--- config.mk ---
export PLATFORM = sky130hd
export DESIGN_NAME = alarm_requester
export DESIGN_NICKNAME = d
export VERILOG_FILES = /design/src/rtl/alarm_requester.sv
export SDC_FILE = /design/constraint.sdc
export NUM_CORES = 1
export LEC_CHECK = 0
export CORE_MARGIN = 5
export CORE_UTILIZATION = 53
export DETAILED_ROUTE_END_ITERATION = 8
export GPL_ROUTABILITY_DRIVEN = 0
export PLACE_DENSITY = 0.87
export RECOVER_POWER = 25
export SYNTH_ARGS = -nofsm -noshare
export SYNTH_HDL_FRONTEND = slang
export SYNTH_SLANG_ARGS = --single-unit
--- constraint.sdc ---
create_clock -name clk -period 3.8 [get_ports clk]
set_input_delay 0.95 -clock clk [delete_from_list [all_inputs] [get_ports clk]]
set_output_delay 0.95 -clock clk [all_outputs]
set_load 0.005 [all_outputs]
--- src/rtl/alarm_requester.sv ---
// Alarm requester: decides when the buzzer should sound for a programmed alarm.
// Runs an IDLE / RING / SNOOZE state machine and counts seconds in RING and SNOOZE.
// The snooze and stop buttons are synchronised and edge-detected before use.
// Optional build macro ALARM_AUTO_SNOOZE_EN: when defined, a RING timeout acts
// like a snooze press. When undefined, a RING timeout returns to IDLE.
`timescale 1ns/1ps
module alarm_requester #(
  parameter int ring_secs       = 60,
  parameter int ring_secs_log   = 6,
  parameter int snooze_secs     = 300,
  parameter int snooze_secs_log = 9,
  parameter int max_snooze      = 3
) (
  input  logic       clk,
  input  logic       _rst,
  input  logic       sec_tick,
  input  logic [4:0] cur_hour,
  input  logic [5:0] cur_min,
  input  logic [5:0] cur_sec,
  input  logic [4:0] alm_hour,
  input  logic [5:0] alm_min,
  input  logic       alarm_en,
  input  logic       btn_snooze,
  input  logic       btn_stop,
  output logic       beep_req,
  output logic       ringing,
  output logic       snoozing,
  output logic [1:0] snooze_cnt
);

  typedef enum logic [1:0] {IDLE, RING, SNOOZE} state_e;

`ifdef ALARM_AUTO_SNOOZE_EN
  localparam bit AUTO_SNOOZE = 1'b1;
`else
  localparam bit AUTO_SNOOZE = 1'b0;
`endif

  localparam logic [ring_secs_log-1:0]   RING_LAST = ring_secs_log'(ring_secs - 1);
  localparam logic [snooze_secs_log-1:0] SNZ_LAST  = snooze_secs_log'(snooze_secs - 1);
  localparam logic [1:0]                 SNZ_MAX   = 2'(max_snooze);

  logic [1:0] snz_sync_q, stp_sync_q;
  logic       snz_prev_q, stp_prev_q;
  logic [2:0] rdy_q, rdy_d;
  logic       snz_press, stp_press, match, ring_to, snz_to;

  state_e                     state_q;
  logic [ring_secs_log-1:0]   ring_cnt_q;
  logic [snooze_secs_log-1:0] snz_sec_q;
  logic [1:0]                 snooze_cnt_q;
  logic                       beep_q, ringing_q, snoozing_q;

  // rdy_q fills with ones after reset so that a button held through reset
  // does not produce an edge while the synchronisers are filling.
  assign rdy_d     = {rdy_q[1:0], 1'b1};
  assign snz_press = snz_sync_q[1] & ~snz_prev_q & rdy_q[2];
  assign stp_press = stp_sync_q[1] & ~stp_prev_q & rdy_q[2];
  assign match     = alarm_en & sec_tick & (cur_hour == alm_hour) &
                     (cur_min == alm_min) & (cur_sec == 6'd0);
  assign ring_to   = sec_tick & (ring_cnt_q == RING_LAST);
  assign snz_to    = sec_tick & (snz_sec_q == SNZ_LAST);

  // Two-flop synchronisers plus previous-value flops for rising-edge detection.
  always_ff @(posedge clk or negedge _rst) begin
    if (!_rst) begin
      snz_sync_q <= '0;
      stp_sync_q <= '0;
      snz_prev_q <= 1'b0;
      stp_prev_q <= 1'b0;
      rdy_q      <= '0;
    end else begin
      snz_sync_q <= {snz_sync_q[0], btn_snooze};
      stp_sync_q <= {stp_sync_q[0], btn_stop};
      snz_prev_q <= snz_sync_q[1];
      stp_prev_q <= stp_sync_q[1];
      rdy_q      <= rdy_d;
    end
  end

  // Alarm state machine.
  // Priority order: disable first, then stop, then snooze, then second timeouts.
  always_ff @(posedge clk or negedge _rst) begin
    if (!_rst) begin
      state_q      <= IDLE;
      ring_cnt_q   <= '0;
      snz_sec_q    <= '0;
      snooze_cnt_q <= '0;
      beep_q       <= 1'b0;
      ringing_q    <= 1'b0;
      snoozing_q   <= 1'b0;
    end else if (!alarm_en) begin
      state_q      <= IDLE;
      ring_cnt_q   <= '0;
      snz_sec_q    <= '0;
      snooze_cnt_q <= '0;
      beep_q       <= 1'b0;
      ringing_q    <= 1'b0;
      snoozing_q   <= 1'b0;
    end else begin
      case (state_q)
        IDLE: begin
          if (match) begin
            state_q      <= RING;
            ring_cnt_q   <= '0;
            snooze_cnt_q <= '0;
            beep_q       <= 1'b1;
            ringing_q    <= 1'b1;
            snoozing_q   <= 1'b0;
          end
        end
        RING: begin
          if (!stp_press && (snz_press || (AUTO_SNOOZE && ring_to)) &&
              (snooze_cnt_q < SNZ_MAX)) begin
            state_q      <= SNOOZE;
            snz_sec_q    <= '0;
            snooze_cnt_q <= snooze_cnt_q + 2'd1;
            beep_q       <= 1'b0;
            ringing_q    <= 1'b0;
            snoozing_q   <= 1'b1;
          end else if (stp_press || snz_press || ring_to) begin
            // Stop, a snooze press once all snoozes are used, or a timeout
            // that does not snooze: each of these ends the alarm event.
            state_q      <= IDLE;
            ring_cnt_q   <= '0;
            snooze_cnt_q <= '0;
            beep_q       <= 1'b0;
            ringing_q    <= 1'b0;
            snoozing_q   <= 1'b0;
          end else if (sec_tick) begin
            ring_cnt_q <= ring_cnt_q + 1'b1;
          end
        end
        SNOOZE: begin
          if (stp_press) begin
            state_q      <= IDLE;
            snz_sec_q    <= '0;
            snooze_cnt_q <= '0;
            beep_q       <= 1'b0;
            ringing_q    <= 1'b0;
            snoozing_q   <= 1'b0;
          end else if (snz_to) begin
            state_q    <= RING;
            ring_cnt_q <= '0;
            beep_q     <= 1'b1;
            ringing_q  <= 1'b1;
            snoozing_q <= 1'b0;
          end else if (sec_tick) begin
            snz_sec_q <= snz_sec_q + 1'b1;
          end
        end
        default: begin
          state_q    <= IDLE;
          beep_q     <= 1'b0;
          ringing_q  <= 1'b0;
          snoozing_q <= 1'b0;
        end
      endcase
    end
  end

  assign beep_req   = beep_q;
  assign ringing    = ringing_q;
  assign snoozing   = snoozing_q;
  assign snooze_cnt = snooze_cnt_q;

endmodule

---- Word-level counts from Yosys, hierarchy flattened ----
Cells that the tools add are included.
word-level totals
  bits in registers ....................... 30
  bits of input ports ..................... 34
  output and inout bits ................... 5
  logic and storage cells ................. 96
operators by class
  add/sub/neg operators ................... 3
  magnitude comparators ................... 1
  equal/unequal tests ..................... 19
  mux-type cells .......................... 39
  bitwise gates (word level) .............. 12
  reduce and logical (&&, ||, !) cells .... 11
operators by type and width
  operator               number
  $mux W9                5
  $mux W6                7
  $mux W2                10
  $ne A4 B4 Y1 const B   5
  $ne A3 B3 Y1 const B   6
  $pmux W6 S3            1
  $pmux W9 S2            1
  $pmux W2 S3            2
  $mux W1                11
  $and A1 B1 Y1          10
  $add A9 B1 Y9 const B  1
  $eq A9 B9 Y1 const B   1
  $reduce_and A4 Y1      2
  $add A6 B1 Y6 const B  1
  $eq A6 B6 Y1           1
  $eq A6 B6 Y1 const B   1
  $logic_not A6 Y1       1
  $pmux W1 S3            2
  $reduce_and A6 Y1      1
  $eq A5 B5 Y1           1
  $ne A4 B1 Y1 const B   1
  $ne A3 B1 Y1 const B   1
  $reduce_and A3 Y1      1
  $add A2 B1 Y2 const B  1
  other kinds (8)        11

---- Longest topological paths before layout ----
Gate-level depths: netlist of run 1.
  depth after elaboration ................. 9
  gate-level depth with buffers ........... 8
  mapped depth without buffers ............ 7

---- Worst setup path after synthesis of run 1 ----
OpenSTA, ideal clock, no wires.
  kind .................................... input port to flip-flop
  start point ............................. in cur_sec[1]
  end point ............................... reg ring_cnt_q[4]
  library setup time ...................... 0.066 ns
  data arrival time ....................... 2.297 ns
  data required time ...................... 3.734 ns
  slack ................................... 1.437 ns
  stages .................................. 6
  buffers on the path ..................... 0
  path through ............................ nor4b_1 nand4_1 nor4_1 o22ai_2 or4_1 nand2_1
between the ends
  cells in the longest elaborated chain, start to end .. 4
ends and longest elaborated chain
  what                                RTL line  text
  start: declaration                  19        input logic [5:0] cur_sec,
  $logic_not A6 Y1                    60        (cur_min == alm_min) & (cur_sec == 6'd0);
  $and A1 B1 Y1                       60
  $ne A3 B3 Y1 (no source line)       n/a
  $reduce_and A6 Y1 (no source line)  n/a
  end signal: assignment              131       ring_cnt_q <= ring_cnt_q + 1'b1;
  end: declaration                    49        logic [ring_secs_log-1:0] ring_cnt_q;
No other way between the ends.
A chain may end at the register's enable or synchronous reset.

---- Worst setup path in the final report of run 1 ----
  start point ............................. in sec_tick
  end point ............................... reg ring_cnt_q[3]
between the ends
  cells in the longest elaborated chain, start to end .. 6
  elaborated cells between the ends (all ways) .. 15
  classes of those cells .................. eq/ne: 3; mux: 4; bitwise: 6; reduce/logical: 2
ends and longest elaborated chain
  what                                                           RTL line  text
  start: declaration                                             16        input logic sec_tick,
  $and A1 B1 Y1 (on tied branches)                               59, 61
  $and A1 B1 Y1 or $logic_or A1 B1 Y1 (tied branches)            59, 121
  $and A1 B1 Y1 or $mux W6 (tied branches)                       59, 121
  $and A1 B1 Y1 or $mux W6 (tied branches)                       60, 113
  $ne A3 B3 Y1 (no source line) or $pmux W6 S3 (tied branches)   n/a
  $reduce_and A6 Y1 (no source line) or $mux W6 (tied branches)  n/a
Several ways; a longest one is shown, not always the timed one. The select of a mux whose other input is x is not followed.

==> flow_results.org, run 1 <==
** Die
- Core box area :: 2980 sq um
- The floorplan has 20 rows.
- The die covers 4230 sq um.
- Die boundary height :: 65.0 microns
- Top-level port count :: 39
- DIE WIDTH :: 65.0 microns
- The initial utilization of the core area, before any placement, comes to 53.9%.

** Clock tree
- Counting along the longest clock path gives a buffer depth of 2.
- Latest clock arrival within the worst-skew pair :: 0.32 ns
- TritonCTS built the clock tree.
- Total clock sinks :: 30
- Once the clock tree was built, the resizer swapped 0 gates to a different size.
- Hold-fix buffers at CTS :: 0
- CTS Root Cell :: sky130_fd_sc_hd__clkbuf_4
- After clock tree synthesis, the clock-pin slew on the worst setup and hold paths is 0.09 ns.
- Number of levels the H-tree was split into :: 2
- TritonCTS buffer count :: 5
- After clock tree synthesis, the setup repair step added 0 buffers.

** Timing
- Worst-Margin Slew :: 1.51 ns
- Clock skew on the completed layout was measured at 0.00885 ns.
- The worst path needs 2.71 ns of the cycle, external delays included.
- Unrepaired setup endpoints after global routing :: no
- Tcrit/Tclk final :: 71.4%
- Derived from the worst setup path, the maximum achievable clock frequency is 368 MHz.
- In this run the tightest slew margin relative to its limit is -0.778%.
- Count of endpoints failing setup in the final report :: 0
- The number of hold violations in the final report came to 0.
- TNS Setup :: 0 ns
- In the post-route analysis, the smallest setup slack over all paths is 1.09 ns.
- The number of max-slew violations in the final report was 31.

** Detailed routing
- Iteration-0 DRC count of the detailed router :: 82
- After detailed routing, the number of vias per cell comes to 5.82.
- The first TritonRoute pass finished after 4 iterations.
- Routed length per placed instance :: 15.0 microns
- Number of DRC violations after detailed routing :: 0
- The routed design has 3610 microns of wire.
- In this run the remaining antenna-violating nets after routing total 0.
- The detailed router placed 1,403 vias in this run.

** Placed design
- The wire-length estimate of the detail-placed layout is 2970 microns.
- Number of cells after detailed placement :: 233
- Post-placement worst setup slack :: 0.784 ns
- In this run the tool buffered the top-level ports with 38 buffer cells.

** Setup path
- CP delay by family, top :: simple AND/OR/NAND/NOR gates
- Critical-path maximum fanout :: 9
- The critical path is of the primary input to register type.
- Traced cell by cell, the critical path runs through clkdlybuf4s50_1 > nor4b_1 > nand4_1 > nor4_1 > o22ai_2 > or2_4 > o31ai_1.
- Crit-path max cell delay :: 0.53 ns
- Worst-case reg-to-reg path depth :: 6
- CP required :: 4.03 ns
- Endpoint type of the worst setup path :: register
- STA puts the critical path data arrival time at 2.95 ns.
- Together, buffers and inverters on the worst path number 1.
- STA classifies the critical path startpoint as a primary input.
- In this run the number of cells on the critical path is 7.
- The slowest stage of the critical path belongs to the cell sky130_fd_sc_hd__clkdlybuf4s50_1.

** Yosys
- In the synthesized netlist the async set-or-reset flop fraction comes to 100%.
- Post-synth EDFFs :: 0
- The most used flip-flop cell after synthesis is sky130_fd_sc_hd__dfrtp_1.
- Cell taking the most area after synthesis :: sky130_fd_sc_hd__dfrtp_1
- Yosys top cell area share :: 46.8%
- Cell variety after synth :: 42
- Most common cell in the netlist :: sky130_fd_sc_hd__dfrtp_1
- In this run the cell area of the synthesized design comes to 1600 sq um.
- Proportion of synthesized chip area in sequential cells :: 46.8%
- Number of cells produced by synthesis :: 165
- The synthesized design contains 30 register bits.
- Cells taking the most area after synthesis :: sky130_fd_sc_hd__dfrtp_1 (47%), sky130_fd_sc_hd__xnor2_1 (6.0%), sky130_fd_sc_hd__nand2_1 (5.1%), sky130_fd_sc_hd__o21ai_0 (4.7%), sky130_fd_sc_hd__nand3_1 (3.1%)
- Mean cell area of the mapped netlist :: 9.72 sq um
- Warning count from the yosys run :: 0
- In the synthesized netlist, the cells that appear most often are sky130_fd_sc_hd__dfrtp_1 (30), sky130_fd_sc_hd__nand2_1 (22), sky130_fd_sc_hd__o21ai_0 (15).
- Net count after synthesis :: 202

** Outcome
- The run finished, with violations left.
- Violations in the final reports :: max-capacitance violations, max-slew violations

** GRT
- The via count of the first global-routing pass came to 1,417.
- First-pass GRT wire length :: 5950 microns
- Overflow left after global routing :: 0
- Largest net degree at the start of global routing :: 31
- GRT Total Usage :: 18.0%
- Initial antenna violation count :: 0

** Final layout
- Share of final-layout standard cells stronger than drive strength 1 :: 7.21%
- Antenna cells :: 0
- After the last flow step, the layout net total stands at 244.
- Compared with the post-synthesis result, the final layout area differs by 28.9%.
- The finished layout holds 241 standard cells, fillers aside.

** Worst hold path
- Kind of path behind the tightest hold check :: register to register
- Along the worst hold path, the cell count comes to 0.

** Job
- Number of max-cap violations :: 1

** Power and ir drop
- Static Leak :: 0.000869 uW
- The worst-case IR drop observed on VDD is 0.235 mV.
- Areal power density over the cells :: 288 nW/um^2
## cell usage in the layout (no fill, tap or decap), types with 2 or more instances in the layout
| cell type | netlist | final |
|---|---|---|
| sky130_fd_sc_hd__xnor2_1 | 11 | 11 |
| sky130_fd_sc_hd__nand2b_1 | 2 | 2 |
| sky130_fd_sc_hd__inv_1 | 4 | 4 |
| sky130_fd_sc_hd__nand4_1 | 5 | 5 |
| sky130_fd_sc_hd__nor4_1 | 2 | 2 |
| sky130_fd_sc_hd__xor2_1 | 4 | 4 |
| sky130_fd_sc_hd__nand4bb_1 | 2 | 2 |
| sky130_fd_sc_hd__nor2_1 | 12 | 12 |
| sky130_fd_sc_hd__mux2i_1 | 2 | 2 |
| sky130_fd_sc_hd__and3_1 | 3 | 3 |
| sky130_fd_sc_hd__clkdlybuf4s50_1 | 0 | 35 |
| sky130_fd_sc_hd__nor3b_1 | 2 | 2 |
| sky130_fd_sc_hd__nand3b_1 | 2 | 2 |
| sky130_fd_sc_hd__and2_1 | 2 | 2 |
| sky130_fd_sc_hd__o21ai_0 | 15 | 15 |
| sky130_fd_sc_hd__dlygate4sd3_1 | 0 | 3 |
| sky130_fd_sc_hd__ha_1 | 3 | 3 |
| sky130_fd_sc_hd__nor2b_1 | 3 | 3 |
| sky130_fd_sc_hd__o31ai_1 | 4 | 4 |
| sky130_fd_sc_hd__nand2_1 | 22 | 22 |
| sky130_fd_sc_hd__dfrtp_1 | 30 | 30 |
| sky130_fd_sc_hd__o41ai_1 | 2 | 2 |
| sky130_fd_sc_hd__nor3_1 | 2 | 2 |
| sky130_fd_sc_hd__clkbuf_4 | 0 | 5 |
| sky130_fd_sc_hd__nand3_1 | 10 | 10 |
## logic make-up (layout without fill, tap and decap cells)
kind of cell / count (synthesis) / in the layout / synth area share [%]
AO/OA/AOI/OAI: 28 / 28 / 12.2
XOR/XNOR: 15 / 15 / 8.19
adder cells (fa/ha/maj): 3 / 3 / 2.34
buffers and inverters: 8 / 51 / 2.57
flip-flops: 30 / 30 / 46.8
multiplexers: 2 / 2 / 1.25
other: 1 / 1 / 0.234
AND/OR/NAND/NOR: 78 / 78 / 26.4
## flip-flops by register name (all words and copies together), names as in the netlist
name / count
snz_sec_q: 9
ring_cnt_q: 6
rdy_q: 3
snooze_cnt: 2
snz_sync_q: 2
state_q: 2
stp_sync_q: 2
ringing: 1
snoozing: 1
snz_prev_q: 1
stp_prev_q: 1
## power breakdown
group          internal, uW  switching [uW]  leakage, uW
combinational          43.1            28.2     0.000436
sequential              324            2.03     0.000398
clock                  88.8             109    0.0000343
## area by class of cell
type,count,area [sq um]
Timing Repair Buffer,39,384
Sequential cell,30,751
Clock inverter,2,12.5
Inverter,4,15.0
Multi-Input combinational cell,127,812
Fill cell,224,911
Clock buffer,6,51.3
Tap cell,33,41.3
## layer usage
metal  part of all wire [%]  wire (microns)  GRT usage [%]  vias up
met1                     39            1410           19.4      681
met3                    4.3             157           5.20       12
met2                     55            1990           34.0       39
met5                      0               0              0        -
li1                       -               -              -      671
met4                    1.7              61           4.66        0
## final timing paths
path / start / end / slack, ns
max: sec_tick / ring_cnt_q[3] / 1.09
min: stp_sync_q[0] / stp_sync_q[1] / 0.36
max reg2reg: snooze_cnt[0] / snz_sec_q[6] / 1.40
min reg2reg: stp_sync_q[0] / stp_sync_q[1] / 0.36
max in group asynchronous: _rst / snz_sync_q[1] / 1.40
min in group asynchronous: _rst / ringing / 1.51
## per-stage QoR
step / area [sq um] / power (uW) / util (%) / hold WS, ns
final: 2070 / 595 / 69.4 / 0.356
after detailed placement: 2010 / 405 / 67.4 / 0.336
after CTS: 2070 / 601 / 69.5 / 0.356
after global placement: 2010 / 402 / 67.4 / 0.332
after global routing: 2070 / 624 / 69.4 / 0.364
after floorplan: 1600 / 357 / - / 0.331
No activity file was read; power rests on OpenSTA's default activity.
==> run 2, diff against run 1 <==
--- a/config.mk
+++ b/config.mk
@@ -6,10 +6,10 @@
 export NUM_CORES = 1
 export LEC_CHECK = 0
 export CORE_MARGIN = 5
-export CORE_UTILIZATION = 53
+export CORE_UTILIZATION = 49
 export DETAILED_ROUTE_END_ITERATION = 8
 export GPL_ROUTABILITY_DRIVEN = 0
-export PLACE_DENSITY = 0.87
+export PLACE_DENSITY = 0.81
 export RECOVER_POWER = 25
 export SYNTH_ARGS = -nofsm -noshare
 export SYNTH_HDL_FRONTEND = slang
==> constraint.sdc (replaced) <==
create_clock -name clk -period 2.6 [get_ports clk]
set_input_delay 0.65 -clock clk [delete_from_list [all_inputs] [get_ports clk]]
set_output_delay 0.65 -clock clk [all_outputs]
set_load 0.005 [all_outputs]
==> run 2 against run 1 <==
Effect of this change:
- the flow still finishes with violations (max-capacitance violations, max-slew violations)
- critical path depth decreased by 1
- clock-buffer cell count unchanged
- total power increased by 47%
- die area increased by 6.9%
- critical path type is now register to register
==> flow_results.org, run 2 (synthesis results as in run 1) <==
** Setup path
- The depth of the worst register-to-register path came to 6 (unchanged).
- The data arrival time at the worst-slack endpoint is 2.60 ns (was 2.95 ns).
- The critical path buffer and inverter count came to 0 (was 1).
- CP delay by family, top :: simple AND/OR/NAND/NOR gates (unchanged)
- Critical path, cell by cell :: ha_1 > nand4bb_1 > or4b_4 > a32oi_2 > nand2_1 > o41ai_1 (was clkdlybuf4s50_1 > nor4b_1 > nand4_1 > nor4_1 > o22ai_2 > or2_4 > o31ai_1)
- CP required :: 2.81 ns (was 4.03 ns)
- Critical path type :: register to register (was primary input to register)
- Critical-path maximum fanout :: 9 (unchanged)
- Worst-case register-to-register setup slack :: 0.21 ns (was 1.40 ns)
- The number of cells on the critical path is 6 (was 7).
- Crit-path max cell delay :: 0.51 ns (was 0.53 ns)
- Slowest cell on the critical path :: sky130_fd_sc_hd__or4b_4 (was sky130_fd_sc_hd__clkdlybuf4s50_1)
- Endpoint type of the worst setup path :: register (unchanged)
- The startpoint type of the worst setup path was a register (was primary input).

** Die
- The die outline area is 4520 sq um (was 4230 sq um).
- Starting density of the core :: 51.7% (was 53.9%)
- The core box area is 3100 sq um (was 2980 sq um).
- DIE WIDTH :: 67.2 microns (was 65.0 microns)
- The number of top-level design ports is 39 (unchanged).
- Number of placement rows :: 20 (unchanged)
- Die boundary height :: 67.2 microns (was 65.0 microns)

** Final layout
- Layout Nets :: 249 (was 244)
- Post-route cell area :: 2120 sq um (was 2070 sq um)
- The number of diodes was 0 (unchanged).
- The proportion of layout cells with a drive suffix above 1 came to 9.39% (was 7.21%).
- The core occupancy in the finished layout is 68.3% (was 69.4%).
- Number of flip-flops in the largest register :: 9 (unchanged)
- Register bank with the most flops :: snz_sec_q (unchanged)
- The most common cell after layout, fill and taps aside was sky130_fd_sc_hd__clkdlybuf4s50_1 (unchanged).
- Most frequent cells in the layout: sky130_fd_sc_hd__clkdlybuf4s50_1 (35), sky130_fd_sc_hd__dfrtp_1 (30), sky130_fd_sc_hd__nand2_1 (22) (unchanged).
- Registers with the most flip-flops: snz_sec_q (9), ring_cnt_q (6), rdy_q (3) (unchanged).
- The area added between synthesis and finish was 32.1% (was 28.9%).

** Placed design
- Placement Cell Area :: 2060 sq um (was 2010 sq um)
- The count of port buffers added during placement was 38 (unchanged).
- DPL Wire Length :: 2880 microns (was 2970 microns)
- The post-placement worst setup slack came to -0.0916 ns (was 0.784 ns).

** Timing
- Number of max-slew violations in the final report :: 31 (unchanged)
- Worst slew margin relative to its limit :: -5.86% (was -0.778%)
- The routed design could run at a clock period as short as 2.39 ns.
- After layout, the worst path uses 91.8% of the clock period.
- TNS Setup :: 0 ns (unchanged)
- Final setup margin :: 0.214 ns (was 1.09 ns)
- Maximum operating frequency :: 419 MHz
- Worst-Margin Slew :: 1.59 ns (was 1.51 ns)
- Clk_skew :: 0.00473 ns (was 0.00885 ns)
- The final-report setup violation count is 0 (unchanged).
- The number of hold violations in the final report was 0 (unchanged).
- Unrepaired setup endpoints after global routing: no (unchanged).

** Detailed routing
- Iteration-0 DRC count of the detailed router :: 68 (was 82)
- Total via count in the routed design :: 1,391 (was 1,403)
- The total wirelength of the detailed-routed design came to 3600 microns (was 3610 microns).
- The total iterations of the first detailed-routing run is 4 (unchanged).
- Vias per std cell :: 5.41 (was 5.82)
- Remaining antenna violation count :: 0 (unchanged)
- The total DRC errors in the routed layout came to 0 (unchanged).
- The average routed wire per standard cell came to 14.0 microns (was 15.0 microns).

** Clock tree
- CTS Root Cell :: sky130_fd_sc_hd__clkbuf_4 (unchanged)
- The worst-case clock buffer depth is 2 (unchanged).
- Number of gates resized after cts :: 0 (unchanged)
- Number of levels the H-tree was split into :: 2 (unchanged)
- Clock-pin slew on the worst setup and hold paths :: 0.10 ns (was 0.09 ns)
- The number of buffers created by CTS was 5 (unchanged).
- The clock tree from TritonCTS is yes (unchanged).
- Hold-fix buffers at CTS :: 0 (unchanged)
- Total clock sinks :: 30 (unchanged)
- Post-CTS setup buffer count :: 0 (unchanged)
- Latest clock arrival within the worst-skew pair :: 0.32 ns (about the same)

** Job
- The count of max-cap constraint violations is 1 (unchanged).

** GRT
- The pin count of the biggest net entering global routing was 31 (unchanged).
- The initial antenna violation count came to 0 (unchanged).
- Overflow left after global routing :: 0 (unchanged)
- The first-pass GRT wire length came to 5950 microns (about the same).
- GRT Total Usage :: 17.5% (was 18.0%)
- The via count of the first global-routing pass was 1,399 (was 1,417).

** Worst hold path
- Kind of path behind the tightest hold check :: register to register (unchanged)
- Worst Hold Path Cells :: 0 (unchanged)

** Power and ir drop
- Static Leak :: 0.000894 uW (was 0.000869 uW)
- Areal power density over the cells :: 414 nW/um^2 (was 288 nW/um^2)
- The largest voltage drop on the vdd net is 0.325 mV (was 0.235 mV).

** Outcome
- Violations in the final reports :: max-capacitance violations, max-slew violations (unchanged)
- Status: complete, but fails checks (unchanged).
-- run 2: cell count changes in the layout (fill, tap and decap cells not counted) --
cell	change
sky130_fd_sc_hd__buf_4	+5
-- run 2: final timing paths --
| kind | from | to |
|---|---|---|
| hold reg to reg | rdy_q[0] | rdy_q[1] |
| setup / recovery | snooze_cnt[0] | snz_sec_q[6] |
| min in group asynchronous | _rst | ring_cnt_q[0] |
| hold / removal | rdy_q[0] | rdy_q[1] |
| setup reg to reg | snooze_cnt[0] | snz_sec_q[6] |
| max in group asynchronous | _rst | stp_prev_q |
-- run 2: report_power, final --
| part | total (uW) | switching, uW | internal (uW) |
|---|---|---|---|
| clock | 292 | 162 | 130 |
| combinational | 108 | 42.3 | 65.8 |
| sequential | 477 | 3.32 | 473 |
| total | 877 | 208 | 669 |
-- run 2: final cells by class --
| class | instances | area [sq um] |
|---|---|---|
| timing repair buffer | 44 | 422 |
| clock buffer | 6 | 51.3 |
| clock inverter | 2 | 12.5 |
| fill | 268 | 985 |
| inverter | 4 | 15.0 |
| multi-input combinational | 127 | 812 |
| tap | 44 | 55.1 |
| sequential | 30 | 751 |
-- run 2: metrics by stage --
step	power, uW	std cells	hold slack, ns
detailed placement	596	249	0.338
CTS	888	257	0.359
finish	877	257	0.357
global route	913	257	0.368
floorplan	522	165	0.331
global placement	592	249	0.332
-- run 2: layer usage --
metal	GRT usage [%]	share of wire, %	vias up
li1	-	-	680
met1	18.1	39	670
met2	32.8	56	33
met3	4.16	3.3	8
met4	8.61	1.9	0
met5	0	0	-
==> run 3, diff against run 2 <==
--- a/config.mk
+++ b/config.mk
@@ -7,10 +7,13 @@
 export LEC_CHECK = 0
 export CORE_MARGIN = 5
 export CORE_UTILIZATION = 49
+export CTS_BUF_LIST = sky130_fd_sc_hd__clkbuf_16
 export DETAILED_ROUTE_END_ITERATION = 8
 export GPL_ROUTABILITY_DRIVEN = 0
+export MAX_ROUTING_LAYER = met4
 export PLACE_DENSITY = 0.81
 export RECOVER_POWER = 25
+export SKIP_LAST_GASP = 1
 export SYNTH_ARGS = -nofsm -noshare
 export SYNTH_HDL_FRONTEND = slang
 export SYNTH_SLANG_ARGS = --single-unit
==> run 3 against run 2 <==
Effect of this change:
- the flow still finishes with violations (max-capacitance violations, max-slew violations)
- sequential share of layout area fell by 1.3 points
- final area grew 3.7%
- die area is the same
- setup slack worse by 0.021 ns
- via count rose by 0.29%
- global-route usage grew 1.5 points
- critical path depth grew 1
- total power up 29%
- critical path type is now primary input to register
- largest power group is now clock
- highest routed layer unchanged
==> flow_results.org, run 3 (synthesis results as in run 1) <==
** Timing
- The minimum clock period came to 2.41 ns (was 2.39 ns).
- The final-report setup violation count was 0 (unchanged).
- The total negative setup slack came to 0 ns (unchanged).
- The tightest hold margin came to 0.346 ns (was 0.357 ns).
- Number of hold violations in the final report :: 0 (unchanged)
- Number of max-slew violations in the final report :: 31 (unchanged)
- Worst-Margin Slew :: 1.56 ns (was 1.59 ns)
- Unrepaired setup endpoints after global routing: no (unchanged).
- The maximum frequency from static timing analysis was 415 MHz (was 419 MHz).
- Worst slew margin relative to its limit :: -4.23% (was -5.86%)
- Tcrit/Tclk final :: 92.6% (was 91.8%)
- The setup skew after layout came to 0.00308 ns (was 0.00473 ns).

** GRT
- The first-pass GRT wire length was 6150 microns (was 5950 microns).
- The global router's overall resource usage came to 19.0% (was 17.5%).
- Overflow left after global routing :: 0 (unchanged)
- Largest net degree at the start of global routing :: 31 (unchanged)
- Number of global-route vias before repair :: 1,414 (was 1,399)
- Initial antenna violation count :: 0 (unchanged)

** Detailed routing
- The average routed wire per standard cell came to 14.3 microns (was 14.0 microns).
- Remaining antenna violation count :: 0 (unchanged)
- Number of detailed-routing iterations run before antenna repair :: 4 (unchanged)
- Post-Route WL :: 3670 microns (was 3600 microns)
- The violation count after the first detailed-route iteration was 79 (was 68).
- Total via count in the routed design :: 1,395 (was 1,391)
- The total DRC errors in the routed layout was 0 (unchanged).
- Vias per std cell :: 5.43 (was 5.41)

** Clock tree
- Longest Clk Path Bufs :: 2 (unchanged)
- The buffer type at the clock tree root is sky130_fd_sc_hd__clkbuf_16 (was sky130_fd_sc_hd__clkbuf_4).
- The number of buffers created by CTS was 5 (unchanged).
- The source-to-sink clock delay at the later pin of the worst-skew pair was 0.28 ns (was 0.32 ns).
- The maximum level of the CTS H-tree was 2 (unchanged).
- Clock-pin slew on the worst setup and hold paths :: 0.05 ns (was 0.10 ns)
- Number of gates resized after cts :: 0 (unchanged)
- The number of clock sinks was 30 (unchanged).
- The clock tree from TritonCTS is yes (unchanged).
- The number of post-CTS setup repair buffers was 0 (unchanged).
- Hold-fix buffers at CTS :: 0 (unchanged)

** Final layout
- Most frequent cells in the layout: sky130_fd_sc_hd__clkdlybuf4s50_1 (35), sky130_fd_sc_hd__dfrtp_1 (30), sky130_fd_sc_hd__nand2_1 (22) (unchanged).
- The number of diodes was 0 (unchanged).
- Utilization after layout :: 70.8% (was 68.3%)
- Storage cell area :: 751 sq um (unchanged)
- The most common cell after layout, fill and taps aside is sky130_fd_sc_hd__clkdlybuf4s50_1 (unchanged).
- Footprint of the multi-input gates :: 812 sq um (unchanged)
- Layout Nets :: 249 (unchanged)
- Post-route cell area :: 2200 sq um (was 2120 sq um)
- Registers with the most flip-flops: snz_sec_q (9), ring_cnt_q (6), rdy_q (3) (unchanged).
- Share of final-layout standard cells stronger than drive strength 1 :: 8.92% (was 9.39%)
- The register with the highest flop count was snz_sec_q (unchanged).
- The number of flip-flops in the largest register is 9 (unchanged).
- The final non-filler cell total came to 257 (unchanged).
- Fillers :: 252 (was 268)
- Area overhead of the layout relative to synthesis :: 36.9% (was 32.1%)

** Die
- Top-level port count :: 39 (unchanged)
- The initial standard-cell utilization of the core is 51.7% (unchanged).
- Die area :: 4520 sq um (unchanged)
- The core box area is 3100 sq um (unchanged).
- The x dimension of the die came to 67.2 microns (unchanged).
- The number of standard-cell rows in the floorplan was 20 (unchanged).
- The die boundary height was 67.2 microns (unchanged).

** Worst hold path
- Kind of path behind the tightest hold check :: register to register (unchanged)

** Setup path
- The startpoint type of the worst setup path was a primary input (was register).
- The delay of the slowest cell on the worst path is 0.41 ns (was 0.51 ns).
- Critical path, cell by cell: clkdlybuf4s50_1 > nor4b_1 > nand4_1 > nor4_1 > o22ai_2 > or2_4 > o31ai_1 (was ha_1 > nand4bb_1 > or4b_4 > a32oi_2 > nand2_1 > o41ai_1).
- Critical-path maximum fanout :: 9 (unchanged)
- The kind of end point of the critical path is a register (unchanged).
- CP required :: 2.79 ns (was 2.81 ns)
- Arrival time worst endpoint :: 2.59 ns (was 2.60 ns)
- The category of the most critical setup path was primary input to register (was register to register).
- Slowest cell on the critical path :: sky130_fd_sc_hd__nor4_1 (was sky130_fd_sc_hd__or4b_4)

** Outcome
- Status: complete, but fails checks (unchanged).
- Violations in the final reports: max-capacitance violations, max-slew violations (unchanged).

** Power and ir drop
- Areal power density over the cells :: 516 nW/um^2 (was 414 nW/um^2)
- The standby leakage power was 0.000927 uW (was 0.000894 uW).
- Peak supply drop :: 0.464 mV (was 0.325 mV)

** Placed design
- The area of placed instances is 2060 sq um (unchanged).
- PortBufs :: 38 (unchanged)
- The count of placed standard cells including taps came to 249 (unchanged).
- The total half-perimeter wirelength after legalization and detailed placement was 2880 microns (unchanged).

** Job
- Number of max-cap violations :: 1 (unchanged)
run 3: power by group:
group | internal (uW) | leakage (uW) | switching (uW) | total (uW)
combinational | 65.8 | 0.000461 | 42.7 | 109
clock | 348 | 0.0000672 | 199 | 547
sequential | 475 | 0.000398 | 2.99 | 478
total | 889 | 0.000927 | 245 | 1130
run 3: path summary, 6_finish.rpt:
path                       cells past startpoint            end           from  slack [ns]
min in group asynchronous                      2     state_q[1]           _rst        1.30
setup / recovery                               7  ring_cnt_q[3]     cur_sec[1]        0.19
hold / removal                                 0       rdy_q[1]       rdy_q[0]        0.35
hold reg to reg                                0       rdy_q[1]       rdy_q[0]        0.35
setup reg to reg                               6   snz_sec_q[6]  snooze_cnt[0]        0.24
max in group asynchronous                      2     snz_prev_q           _rst        0.39
run 3: layer usage:
layer	track usage, %	share of wire [%]	vias up
met5	-	0	-
met4	9.37	2.8	0
met3	6.82	4.0	12
met2	33.7	55	25
met1	18.2	38	678
li1	-	-	680
run 3: critical path: cells and delay by family:
kind | cells | cell delay [ns]
compound gates | 2 | 0.39
buf+inv | 1 | 0.40
simple gates | 4 | 1.15
run 3: area by class of cell:
type | count | area share (%)
clock buffer | 5 | 5.70
clock inverter | 3 | 0.741
inverter | 4 | 0.684
multi-input combinational | 127 | 37.0
sequential | 30 | 34.2
tap | 44 | 2.51
timing repair buffer | 44 | 19.2
run 3: stage by stage:
step                worst slack [ns]  total power, uW
floorplan                      0.534              522
CTS                            0.197             1140
global route                  0.0324             1180
global placement             0.00918              592
detailed placement           -0.0916              596
finish                         0.193             1130
